**src/rtl/lsu_pkg.sv**
```systemverilog
// Shared definitions for the load/store unit.
// Holds the funct3 load/store select encodings, the FSM state encoding,
// the bus lane count, and small helpers that classify select codes.
package lsu_pkg;

  // Number of byte lanes on the word bus.
  localparam int LANES = 4;

  // funct3 select encodings (loads and stores share the size codes).
  localparam logic [2:0] SEL_B    = 3'b000;
  localparam logic [2:0] SEL_H    = 3'b001;
  localparam logic [2:0] SEL_W    = 3'b010;
  localparam logic [2:0] SEL_BU   = 3'b100;
  localparam logic [2:0] SEL_HU   = 3'b101;
  localparam logic [2:0] SEL_NONE = 3'b111;

  // FSM state encoding.
  localparam logic [1:0] ST_IDLE  = 2'd0;
  localparam logic [1:0] ST_BEAT1 = 2'd1;
  localparam logic [1:0] ST_BEAT2 = 2'd2;
  localparam logic [1:0] ST_DONE  = 2'd3;

  // Stores only support byte, half and word.
  function automatic logic store_sel_legal(input logic [2:0] sel);
    return (sel == SEL_B) || (sel == SEL_H) || (sel == SEL_W);
  endfunction

  // 011 and 110 are the only undefined load codes (111 means "no load").
  function automatic logic load_sel_illegal(input logic [2:0] sel);
    return (sel == 3'b011) || (sel == 3'b110);
  endfunction

endpackage

```
**src/rtl/lsu_align.sv**
```systemverilog
// Combinational alignment helper for the load/store unit.
// Ports:
//   addr_lo_i   : byte offset within the word (addr[1:0])
//   size_i      : 0 byte, 1 half, 2 word (funct3[1:0])
//   unsigned_i  : zero-extend loads when set (funct3[2])
//   wdata_i     : store data as delivered by the pipeline
//   rd_lo_i     : read data of the first beat
//   rd_hi_i     : read data of the second beat (zero when unsplit)
//   be_lo_o     : lane enables of the first beat
//   be_hi_o     : lane enables of the second beat
//   split_o     : access crosses a word boundary
//   wdata_rot_o : store data rotated into bus lanes
//   rdata_ext_o : assembled and extended load result
module lsu_align
  import lsu_pkg::*;
(
  input  logic [1:0]         addr_lo_i,
  input  logic [1:0]         size_i,
  input  logic               unsigned_i,
  input  logic [8*LANES-1:0] wdata_i,
  input  logic [8*LANES-1:0] rd_lo_i,
  input  logic [8*LANES-1:0] rd_hi_i,
  output logic [LANES-1:0]   be_lo_o,
  output logic [LANES-1:0]   be_hi_o,
  output logic               split_o,
  output logic [8*LANES-1:0] wdata_rot_o,
  output logic [8*LANES-1:0] rdata_ext_o
);

  logic [2*LANES-1:0]   mask_base;
  logic [2*LANES-1:0]   mask_sh;
  logic [16*LANES-1:0]  rd_cat;
  logic [8*LANES-1:0]   rd_raw;

  // An 8-lane mask spanning two words: the upper half is the second beat,
  // so any bit landing there means the access is split.
  always_comb begin
    case (size_i)
      2'd0:    mask_base = 8'h01;
      2'd1:    mask_base = 8'h03;
      default: mask_base = 8'h0F;
    endcase
    mask_sh = mask_base << addr_lo_i;
  end

  assign be_lo_o = mask_sh[LANES-1:0];
  assign be_hi_o = mask_sh[2*LANES-1:LANES];
  assign split_o = |mask_sh[2*LANES-1:LANES];
  assign rd_cat  = {rd_hi_i, rd_lo_i};

  for (genvar gi = 0; gi < LANES; gi++) begin : g_lane
    logic [1:0] wsrc;
    logic [2:0] rsrc;
    // Store: lane gi takes pipeline byte (gi - offset) mod 4 (rotate left).
    assign wsrc = 2'(gi) - addr_lo_i;
    assign wdata_rot_o[8*gi +: 8] = wdata_i[{wsrc, 3'b000} +: 8];
    // Load: result byte gi comes from lane gi + offset of the two-beat pair.
    assign rsrc = 3'(gi) + {1'b0, addr_lo_i};
    assign rd_raw[8*gi +: 8] = rd_cat[{rsrc, 3'b000} +: 8];
  end

  always_comb begin
    case (size_i)
      2'd0:    rdata_ext_o = unsigned_i ? {24'd0, rd_raw[7:0]}
                                        : {{24{rd_raw[7]}}, rd_raw[7:0]};
      2'd1:    rdata_ext_o = unsigned_i ? {16'd0, rd_raw[15:0]}
                                        : {{16{rd_raw[15]}}, rd_raw[15:0]};
      default: rdata_ext_o = rd_raw;
    endcase
  end

endmodule

```
**src/rtl/load_store_unit.sv**
```systemverilog
// Load/store unit: turns one pipeline memory op into one or two word-bus
// beats, handling misaligned accesses that cross a word boundary.
// Ports:
//   clk, rst                    : clock, async active-high reset
//   memWrite_M, store_sel_M,
//   load_sel_M, addr_M, wdata_M : pipeline request
//   stall_M, done_M, rdata_M,
//   err_M                       : pipeline response
//   bus_req, bus_we, bus_addr,
//   bus_be, bus_wdata           : registered word-bus request
//   bus_ready, bus_rdata        : bus response
module load_store_unit
  import lsu_pkg::*;
(
  input  logic        clk,
  input  logic        rst,
  input  logic        memWrite_M,
  input  logic [2:0]  store_sel_M,
  input  logic [2:0]  load_sel_M,
  input  logic [31:0] addr_M,
  input  logic [31:0] wdata_M,
  output logic        stall_M,
  output logic        done_M,
  output logic [31:0] rdata_M,
  output logic        err_M,
  output logic        bus_req,
  output logic        bus_we,
  output logic [31:0] bus_addr,
  output logic [3:0]  bus_be,
  output logic [31:0] bus_wdata,
  input  logic        bus_ready,
  input  logic [31:0] bus_rdata
);

  logic [1:0]  state_q, state_d;
  logic [31:0] addr_q, addr_d;
  logic [2:0]  sel_q, sel_d;
  logic        store_q, store_d;
  logic [31:0] lo_q, lo_d;
  logic [31:0] rdata_q, rdata_d;
  logic        err_q, err_d;
  logic        req_q, req_d;
  logic        we_q, we_d;
  logic [31:0] baddr_q, baddr_d;
  logic [3:0]  be_q, be_d;
  logic [31:0] wdat_q, wdat_d;

  logic        is_store, is_load, illegal, legal_op, in_idle;
  logic [2:0]  in_sel;
  logic [1:0]  cur_lo, cur_size;
  logic [31:0] rd_lo, rd_hi;
  logic [3:0]  be_lo, be_hi;
  logic        split;
  logic [31:0] wdata_rot, rdata_ext;

  assign is_store = memWrite_M;
  assign is_load  = !memWrite_M && (load_sel_M != SEL_NONE);
  assign illegal  = is_store ? !store_sel_legal(store_sel_M)
                             : load_sel_illegal(load_sel_M);
  assign legal_op = (is_store || is_load) && !illegal;
  assign in_sel   = is_store ? store_sel_M : load_sel_M;
  assign in_idle  = (state_q == ST_IDLE);

  // In IDLE the aligner sees the incoming op; afterwards the latched one.
  assign cur_lo   = in_idle ? addr_M[1:0] : addr_q[1:0];
  assign cur_size = in_idle ? in_sel[1:0] : sel_q[1:0];
  assign rd_lo    = (state_q == ST_BEAT2) ? lo_q : bus_rdata;
  assign rd_hi    = (state_q == ST_BEAT2) ? bus_rdata : 32'd0;

  lsu_align u_align (
    .addr_lo_i   (cur_lo),
    .size_i      (cur_size),
    .unsigned_i  (sel_q[2]),
    .wdata_i     (wdata_M),
    .rd_lo_i     (rd_lo),
    .rd_hi_i     (rd_hi),
    .be_lo_o     (be_lo),
    .be_hi_o     (be_hi),
    .split_o     (split),
    .wdata_rot_o (wdata_rot),
    .rdata_ext_o (rdata_ext)
  );

  always_comb begin
    state_d = state_q;
    addr_d  = addr_q;
    sel_d   = sel_q;
    store_d = store_q;
    lo_d    = lo_q;
    rdata_d = rdata_q;
    err_d   = 1'b0;
    req_d   = req_q;
    we_d    = we_q;
    baddr_d = baddr_q;
    be_d    = be_q;
    wdat_d  = wdat_q;
    case (state_q)
      ST_IDLE: begin
        if (legal_op) begin
          state_d = ST_BEAT1;
          addr_d  = addr_M;
          sel_d   = in_sel;
          store_d = is_store;
          req_d   = 1'b1;
          we_d    = is_store;
          baddr_d = {addr_M[31:2], 2'b00};
          be_d    = be_lo;
          wdat_d  = wdata_rot;
        end else begin
          err_d = (is_store || is_load) && illegal;
        end
      end
      ST_BEAT1: begin
        if (bus_ready) begin
          lo_d = bus_rdata;
          if (split) begin
            state_d = ST_BEAT2;
            // Word increment wraps naturally at the top of the address space.
            baddr_d = {addr_q[31:2] + 30'd1, 2'b00};
            be_d    = be_hi;
          end else begin
            state_d = ST_DONE;
            req_d   = 1'b0;
            we_d    = 1'b0;
            rdata_d = store_q ? 32'd0 : rdata_ext;
          end
        end
      end
      ST_BEAT2: begin
        if (bus_ready) begin
          state_d = ST_DONE;
          req_d   = 1'b0;
          we_d    = 1'b0;
          rdata_d = store_q ? 32'd0 : rdata_ext;
        end
      end
      default: state_d = ST_IDLE;  // DONE: pipeline inputs deliberately ignored
    endcase
  end

  always_ff @(posedge clk or posedge rst) begin
    if (rst) begin
      state_q <= ST_IDLE;
      addr_q  <= '0;
      sel_q   <= SEL_NONE;
      store_q <= 1'b0;
      lo_q    <= '0;
      rdata_q <= '0;
      err_q   <= 1'b0;
      req_q   <= 1'b0;
      we_q    <= 1'b0;
      baddr_q <= '0;
      be_q    <= '0;
      wdat_q  <= '0;
    end else begin
      state_q <= state_d;
      addr_q  <= addr_d;
      sel_q   <= sel_d;
      store_q <= store_d;
      lo_q    <= lo_d;
      rdata_q <= rdata_d;
      err_q   <= err_d;
      req_q   <= req_d;
      we_q    <= we_d;
      baddr_q <= baddr_d;
      be_q    <= be_d;
      wdat_q  <= wdat_d;
    end
  end

  // Stall is combinational so the pipeline holds in the acceptance cycle;
  // gated by rst so it is low throughout reset.
  assign stall_M   = !rst && ((in_idle && legal_op) ||
                              (state_q == ST_BEAT1) || (state_q == ST_BEAT2));
  assign done_M    = (state_q == ST_DONE);
  assign rdata_M   = rdata_q;
  assign err_M     = err_q;
  assign bus_req   = req_q;
  assign bus_we    = we_q;
  assign bus_addr  = baddr_q;
  assign bus_be    = be_q;
  assign bus_wdata = wdat_q;

endmodule

```
**config.mk**
```make
export PLATFORM = sky130hd
export DESIGN_NAME = load_store_unit
export DESIGN_NICKNAME = d
export VERILOG_FILES = /design/src/rtl/lsu_pkg.sv /design/src/rtl/lsu_align.sv /design/src/rtl/load_store_unit.sv
export SDC_FILE = /design/constraint.sdc
export NUM_CORES = 1
export LEC_CHECK = 0
export BUFFER_PORTS_ARGS = -buffer_cell sky130_fd_sc_hd__buf_2
export CAP_MARGIN = 40
export CORE_UTILIZATION = 40
export CTS_CLUSTER_SIZE = 30
export DETAILED_ROUTE_END_ITERATION = 16
export PLACE_DENSITY = 0.73
export SKIP_CTS_REPAIR_TIMING = 1
export SLEW_MARGIN = 20
export SYNTH_ARGS = -nofsm -noshare
export SYNTH_HDL_FRONTEND = slang
export SYNTH_SLANG_ARGS = --single-unit
```
**constraint.sdc**
```tcl
create_clock -name clk -period 8.1 [get_ports clk]
set_input_delay 0.405 -clock clk [delete_from_list [all_inputs] [get_ports clk]]
set_output_delay 0.405 -clock clk [all_outputs]
set_load 0.01 [all_outputs]
```
==> results.yml, run 1 <==
status:
  outcome: "finished, final reports clean"
global_route:
  antenna_found_initial: 3
  grt_pass1_vias: 8204
  grt-ovfl-total: 0
  grt_pass1_wl_mm: 44.1
  grt_max_degree: 66
  grt_util_all_layers_pct: 21.9
setup_path:
  reg2reg_depth: 10
  path_buf_inv: 4
  reg2reg_slack_ns: 4.11
  arrival_ns: 4.35
  crit_type: "register to register"
  r2r_start: "state_q[0]$_DFFE_PP0P_"
  path_delay_family: "buffers and inverters"
  end_kind: "register"
  rr_endpoint: "rdata_M[10]$_DFFE_PP0P_"
  required_ns: 8.46
  cp_slowest_stage_delay_ns: 0.54
  start_kind: "register"
  crit_fanout: 36
  cp_cell_sequence: "inv_1, ha_1, mux2_2, buf_16, inv_2, nor3_1, a221o_1, buf_4, nor2_1, a22o_1"
  slowest_stage: "mux2_2"
synth:
  synth_xor_area_share_pct: 1.42
  synth_compound_area_share_pct: 12.8
  synth_top_family_by_area: "multiplexers"
  yosys.area.top_type_share_pct: 42.5
  yosys.area.top_type: "dfrtp_1"
  synth-edff-count: 0
  syn_inst: 1006
  yosys.area_share.simple_pct: 15.8
  synth-adder-area-share_pct: 0.885
  synth_ff_type: "dfrtp_1"
  netlist_top_cells_area: "dfrtp_1 42%, nand2_1 9.0%, mux4_2 7.1%"
  synthesis.area_um2: 9890
  syn_avg_cell_area_um2: 9.83
  synth.distinct_cells: 58
  async_flop_share_pct: 100
  yosys_warnings: 0
  synth_seq_cells: 171
  seq_area_frac_synth_pct: 43.3
  muxShareOfSynthArea_pct: 21.8
sta:
  fin_setup_tns_ns: 0
  drv_slew: 0
  finalCritPeriodShare_pct: 49.3
  max_freq_ghz: 0.251
  hold_ws_ns: 0.000912
  relSlewSlack_pct: 47.1
  setup_viol: 0
  rsz0062_at_grt: "false"
  tightest_slew_ns: 0.790
  hold_violations: 0
  layout_min_cycle_time_ns: 3.99
  skew_ns: 0.0157
power:
  power.density_nw_per_um2: 445
  switching_share_pct: 44.2
  peakVddDrop_mv: 0.181
  power.internal_mw: 2.94
  power.switching_mw: 2.33
  leakagePower_nw: 5.49
  pwr-share-comb_pct: 54.5
  p_clk_share_pct: 15.3
  p_seq_share_pct: 30.1
final_layout:
  nFillCells: 2284
  drive_above_1_share_pct: 29.8
  areaGrowthSynthToFinish_pct: 19.8
  final_cell_mix: "238 x nand2_1, 208 x buf_2, 168 x dfrtp_1"
  layout_commonest_cell: "nand2_1"
  nNetsFinal: 1289
clocking:
  clkSinkCount: 171
  cts-root-buf: "clkbuf_16"
  cts_tree: "yes"
  ctsHtreeMaxLevel: 4
  cts_buffer_depth: 2
  numCtsBuffers: 17
  clock_latency_ns: 0.43
  clk_pin_slew_worst_paths_ns: 0.07
routing:
  vias: 8298
  wl_per_cell_um: 18.1
  dr.pass1.iters: 5
  drc: 0
  detail_route.iter0.violations: 571
  avgViaCountPerCell: 5.48
  ant_nets: 0
  drt-total-wl_mm: 27.4
die:
  coreArea_um2: 24300
  ioPinCount: 211
  fp.dieW_um: 159
  initial_utilization_pct: 40.7
  dieArea_um2: 25400
  die_h_um: 159
  rows: 57
worst_hold_path:
  hold_path.class: "input port to asynchronous set/reset pin"
placement:
  portBuffers: 208
  post-dp-hpwl_mm: 19.8
  gp_congestion: 0.864
flow_run:
  drv_cap: 0
-- synthesized netlist by cell type (10+ instances only) --
cell type,instances
buf_2,13
nor2_1,69
nand2_1,238
nand3_1,17
o21ai_0,43
mux2_1,33
mux4_2,31
dfrtp_1,168
mux2i_1,63
a21oi_1,33
inv_1,13
a211oi_1,29
a21o_1,10
mux2_2,38
a211oi_2,10
clkbuf_1,48
-- registers in the layout, indices dropped and copies added, names as in the netlist, 2 cells and up --
register   cells
addr_q        32
lo_q          32
bus_addr      30
bus_wdata     32
bus_be         4
rdata_M       32
state_q        2
sel_q          3
-- worst max path at each step --
| stage | startpoint | end | cells after the start |
|---|---|---|---|
| 3_5_place_dp | state_q[1]$_DFFE_PP0P_ | rdata_M[14]$_DFFE_PP0P_ | 9 |
| 3_3_place_gp | state_q[0]$_DFFE_PP0P_ | bus_addr[30]$_DFFE_PP0P_ | 8 |
| 6_report | state_q[0]$_DFFE_PP0P_ | rdata_M[10]$_DFFE_PP0P_ | 10 |
| 2_1_floorplan | rst | addr_q[0]$_DFFE_PP0P_ | 1 |
| 4_1_cts | state_q[0]$_DFFE_PP0P_ | rdata_M[10]$_DFFE_PP0P_ | 9 |
| 5_1_grt | state_q[0]$_DFFE_PP0P_ | rdata_M[8]$_DFFE_PP0P_ | 10 |
-- per-layer routing --
| layer | vias up | share of wire (%) | GRT usage (%) | routed length, um |
|---|---|---|---|---|
| li1 | 3941 | - | - | - |
| met1 | 4007 | 42 | 28.6 | 11600 |
| met2 | 296 | 48 | 35.7 | 13200 |
| met3 | 52 | 6.1 | 4.27 | 1680 |
| met4 | 2 | 3.1 | 8.74 | 858 |
| met5 | - | 0.047 | 0 | 13 |
-- power by group through the flow --
stage,registers [mW],logic [mW],clock network [mW]
floorplan,1.64,1.98,0
global placement,1.58,2.74,0
detailed placement,1.60,2.84,0
CTS,1.59,2.85,0.831
global route,1.65,3.15,0.869
finish,1.59,2.87,0.807
-- area by class of cell --
cell class                 instances  area, um^2  area share (%)
clock inverter                    15         153            1.29
antenna                            2        5.00          0.0422
sequential                       171        4280            36.1
multi-input combinational        746        5250            44.3
tap                              324         405            3.42
inverter                          15        63.8           0.538
timing repair buffer             225        1270            10.7
clock buffer                      17         425            3.59
-- per-stage QoR --
stage	area (um^2)	total power, mW	setup WS (ns)	util (%)	cells
after floorplan	9900	3.62	3.07	-	1007
after global placement	11100	4.31	3.97	45.7	1473
after detailed placement	11200	4.44	3.99	46.0	1477
after CTS	11800	5.27	3.98	48.4	1509
after global routing	11900	5.67	3.83	48.7	1514
final	11900	5.27	4.11	48.7	1515
-- cells by family after synthesis --
logic type	after synthesis
other cells	1
mux	167
simple gates	373
flops	171
compound gates	181
xor+xnor	16
buf+inv	90
fa+ha+maj	7
Note: power is estimated with default switching activity, not from simulation.
==> run 2, diff against run 1 <==
==> constraint.sdc (replaced) <==
create_clock -name clk -period 4 [get_ports clk]
set_input_delay 0.2 -clock clk [delete_from_list [all_inputs] [get_ports clk]]
set_output_delay 0.2 -clock clk [all_outputs]
set_load 0.01 [all_outputs]
==> run 2 against run 1 <==
The flow now finishes with violations (hold timing). Total power up 100%. Sequential share of layout area down 0.71 points. Register-to-register slack got worse by 3.5 ns. Via count rose by 1.4%. Combinational power grew 100%. Core utilization rose by 0.98 points. Non-clock buffer count increased by 27. Largest power group unchanged.
==> results.yml, run 2 (synthesized netlist as in run 1, its figures left out) <==
clocking:
  clkSinkCount: 171
  clk_pin_slew_worst_paths_ns: 0.08
  cts_buffer_depth: 2
  cts-root-buf: "clkbuf_16"
  clock_latency_ns: 0.44
  ctsHtreeMaxLevel: 4
  cts_tree: "yes"
  numCtsBuffers: 17
setup_path:
  cp_slowest_stage_delay_ns: 0.56
  crit_fanout: 34
  r2r_start: "state_q[1]$_DFFE_PP0P_"
  required_ns: 4.37
  rr_endpoint: "rdata_M[8]$_DFFE_PP0P_"
  reg2reg_depth: 9
  end_kind: "register"
  worstSetupStartpoint: "state_q[1]$_DFFE_PP0P_"
  reg2reg_slack_ns: 0.61
  cp_cell_sequence: "inv_1, ha_1, mux2_4, inv_4, nor3_1, a221o_1, buf_4, nor2_1, a22o_1"
  crit_type: "register to register"
  arrival_ns: 3.76
  slowest_stage: "nor2_1"
  start_kind: "register"
routing:
  detail_route.iter0.violations: 652
  drt-total-wl_mm: 27.6
  ant_nets: 0
  drc: 0
  avgViaCountPerCell: 5.46
  dr.pass1.iters: 7
  vias: 8414
  wl_per_cell_um: 17.9
final_layout:
  regArea_um2: 4280
  nNetsFinal: 1316
  areaGrowthSynthToFinish_pct: 22.2
  nFillCells: 2243
  drive_above_1_share_pct: 29.4
  final_cell_mix: "238 x nand2_1, 208 x buf_2, 168 x dfrtp_1"
  layout_commonest_cell: "nand2_1"
  multiInputGateArea_um2: 5250
global_route:
  antenna_found_initial: 3
  grt_pass1_wl_mm: 44.0
  grt_max_degree: 172
  grt_pass1_vias: 8002
  grt-ovfl-total: 0
  grt_util_all_layers_pct: 22.0
sta:
  finalCritPeriodShare_pct: 84.8
  skew_ns: 0.0146
  hold_violations: 1
  max_freq_ghz: 0.295
  rsz0062_at_grt: "false"
  fin_setup_tns_ns: 0
  drv_slew: 0
  setup_ws_ns: 0.607
  setup_viol: 0
  layout_min_cycle_time_ns: 3.39
  relSlewSlack_pct: 36.8
  hold_ws_ns: -0.0122
  tightest_slew_ns: 0.949
placement:
  gp_congestion: 0.853
  pre_cts_ws_ns: 0.680
  portBuffers: 208
  post-dp-hpwl_mm: 19.5
flow_run:
  drv_cap: 0
worst_hold_path:
  hold_path_depth: 3
  min_from: "addr_M[17]"
  hold_path.class: "input port to register"
  min_to: "addr_q[17]$_DFFE_PP0P_"
status:
  violations: "hold timing"
  outcome: "finished, violations left"
power:
  leakagePower_nw: 5.60
  power.density_nw_per_um2: 890
  peakVddDrop_mv: 0.411
die:
  rows: 57
  ioPinCount: 211
  coreArea_um2: 24300
  dieArea_um2: 25400
  fp.dieW_um: 159
  initial_utilization_pct: 40.7
  die_h_um: 159
-- run 2: per-layer routing --
metal,vias to the layer above,routed length [um],GRT usage (%)
met5,-,13,0
met4,2,674,7.34
met3,53,1710,4.98
met2,299,13500,36.6
met1,4063,11600,28.4
li1,3997,-,-
-- run 2: how the worst max path moves through the flow --
stage	slack, ns	endpoint	cells after the start
2_1_floorplan	1.17	bus_wdata[0]$_DFFE_PP0P_	13
3_3_place_gp	0.76	rdata_M[11]$_DFFE_PP0P_	9
3_5_place_dp	0.68	rdata_M[13]$_DFFE_PP0P_	9
4_1_cts	0.65	rdata_M[13]$_DFFE_PP0P_	9
5_1_grt	0.45	rdata_M[13]$_DFFE_PP0P_	9
6_report	0.61	rdata_M[8]$_DFFE_PP0P_	9
-- run 2: cell type report --
cell class,count,share of cell area [%]
clock inverter,15,1.80
timing repair buffer,252,11.9
inverter,15,0.517
clock buffer,17,3.52
tap,324,3.35
antenna,2,0.0414
sequential,171,35.4
multi-input combinational,746,43.4
-- run 2: power breakdown --
group | internal [mW] | total [mW] | leakage (nW) | switching [mW]
Clock | 0.923 | 1.77 | 0.312 | 0.849
Combinational | 2.48 | 5.79 | 3.21 | 3.31
Sequential | 2.60 | 3.20 | 2.08 | 0.605
-- run 2: per-stage QoR --
stage | hold WS (ns) | total power [mW] | instances | cell area, um^2 | utilization, %
6_report | -0.0122 | 10.8 | 1542 | 12100 | 49.7
5_1_grt | 0.00335 | 11.6 | 1540 | 12100 | 49.7
4_1_cts | -0.0519 | 10.8 | 1516 | 11800 | 48.7
3_5_place_dp | 0.412 | 9.00 | 1484 | 11200 | 46.1
3_3_place_gp | 0.409 | 8.85 | 1484 | 11200 | 46.1
2_1_floorplan | 0.297 | 7.33 | 1007 | 9900 | -
-- run 2: critical path: cells and delay by family (launching register included) --
kind | cells | cell delay (ns)
multiplexers | 1 | 0.39
adder cells (fa/ha/maj) | 1 | 0.47
AO/OA/AOI/OAI | 2 | 0.62
AND/OR/NAND/NOR | 2 | 0.74
flip-flops | 1 | 0.43
buffers and inverters | 3 | 0.66
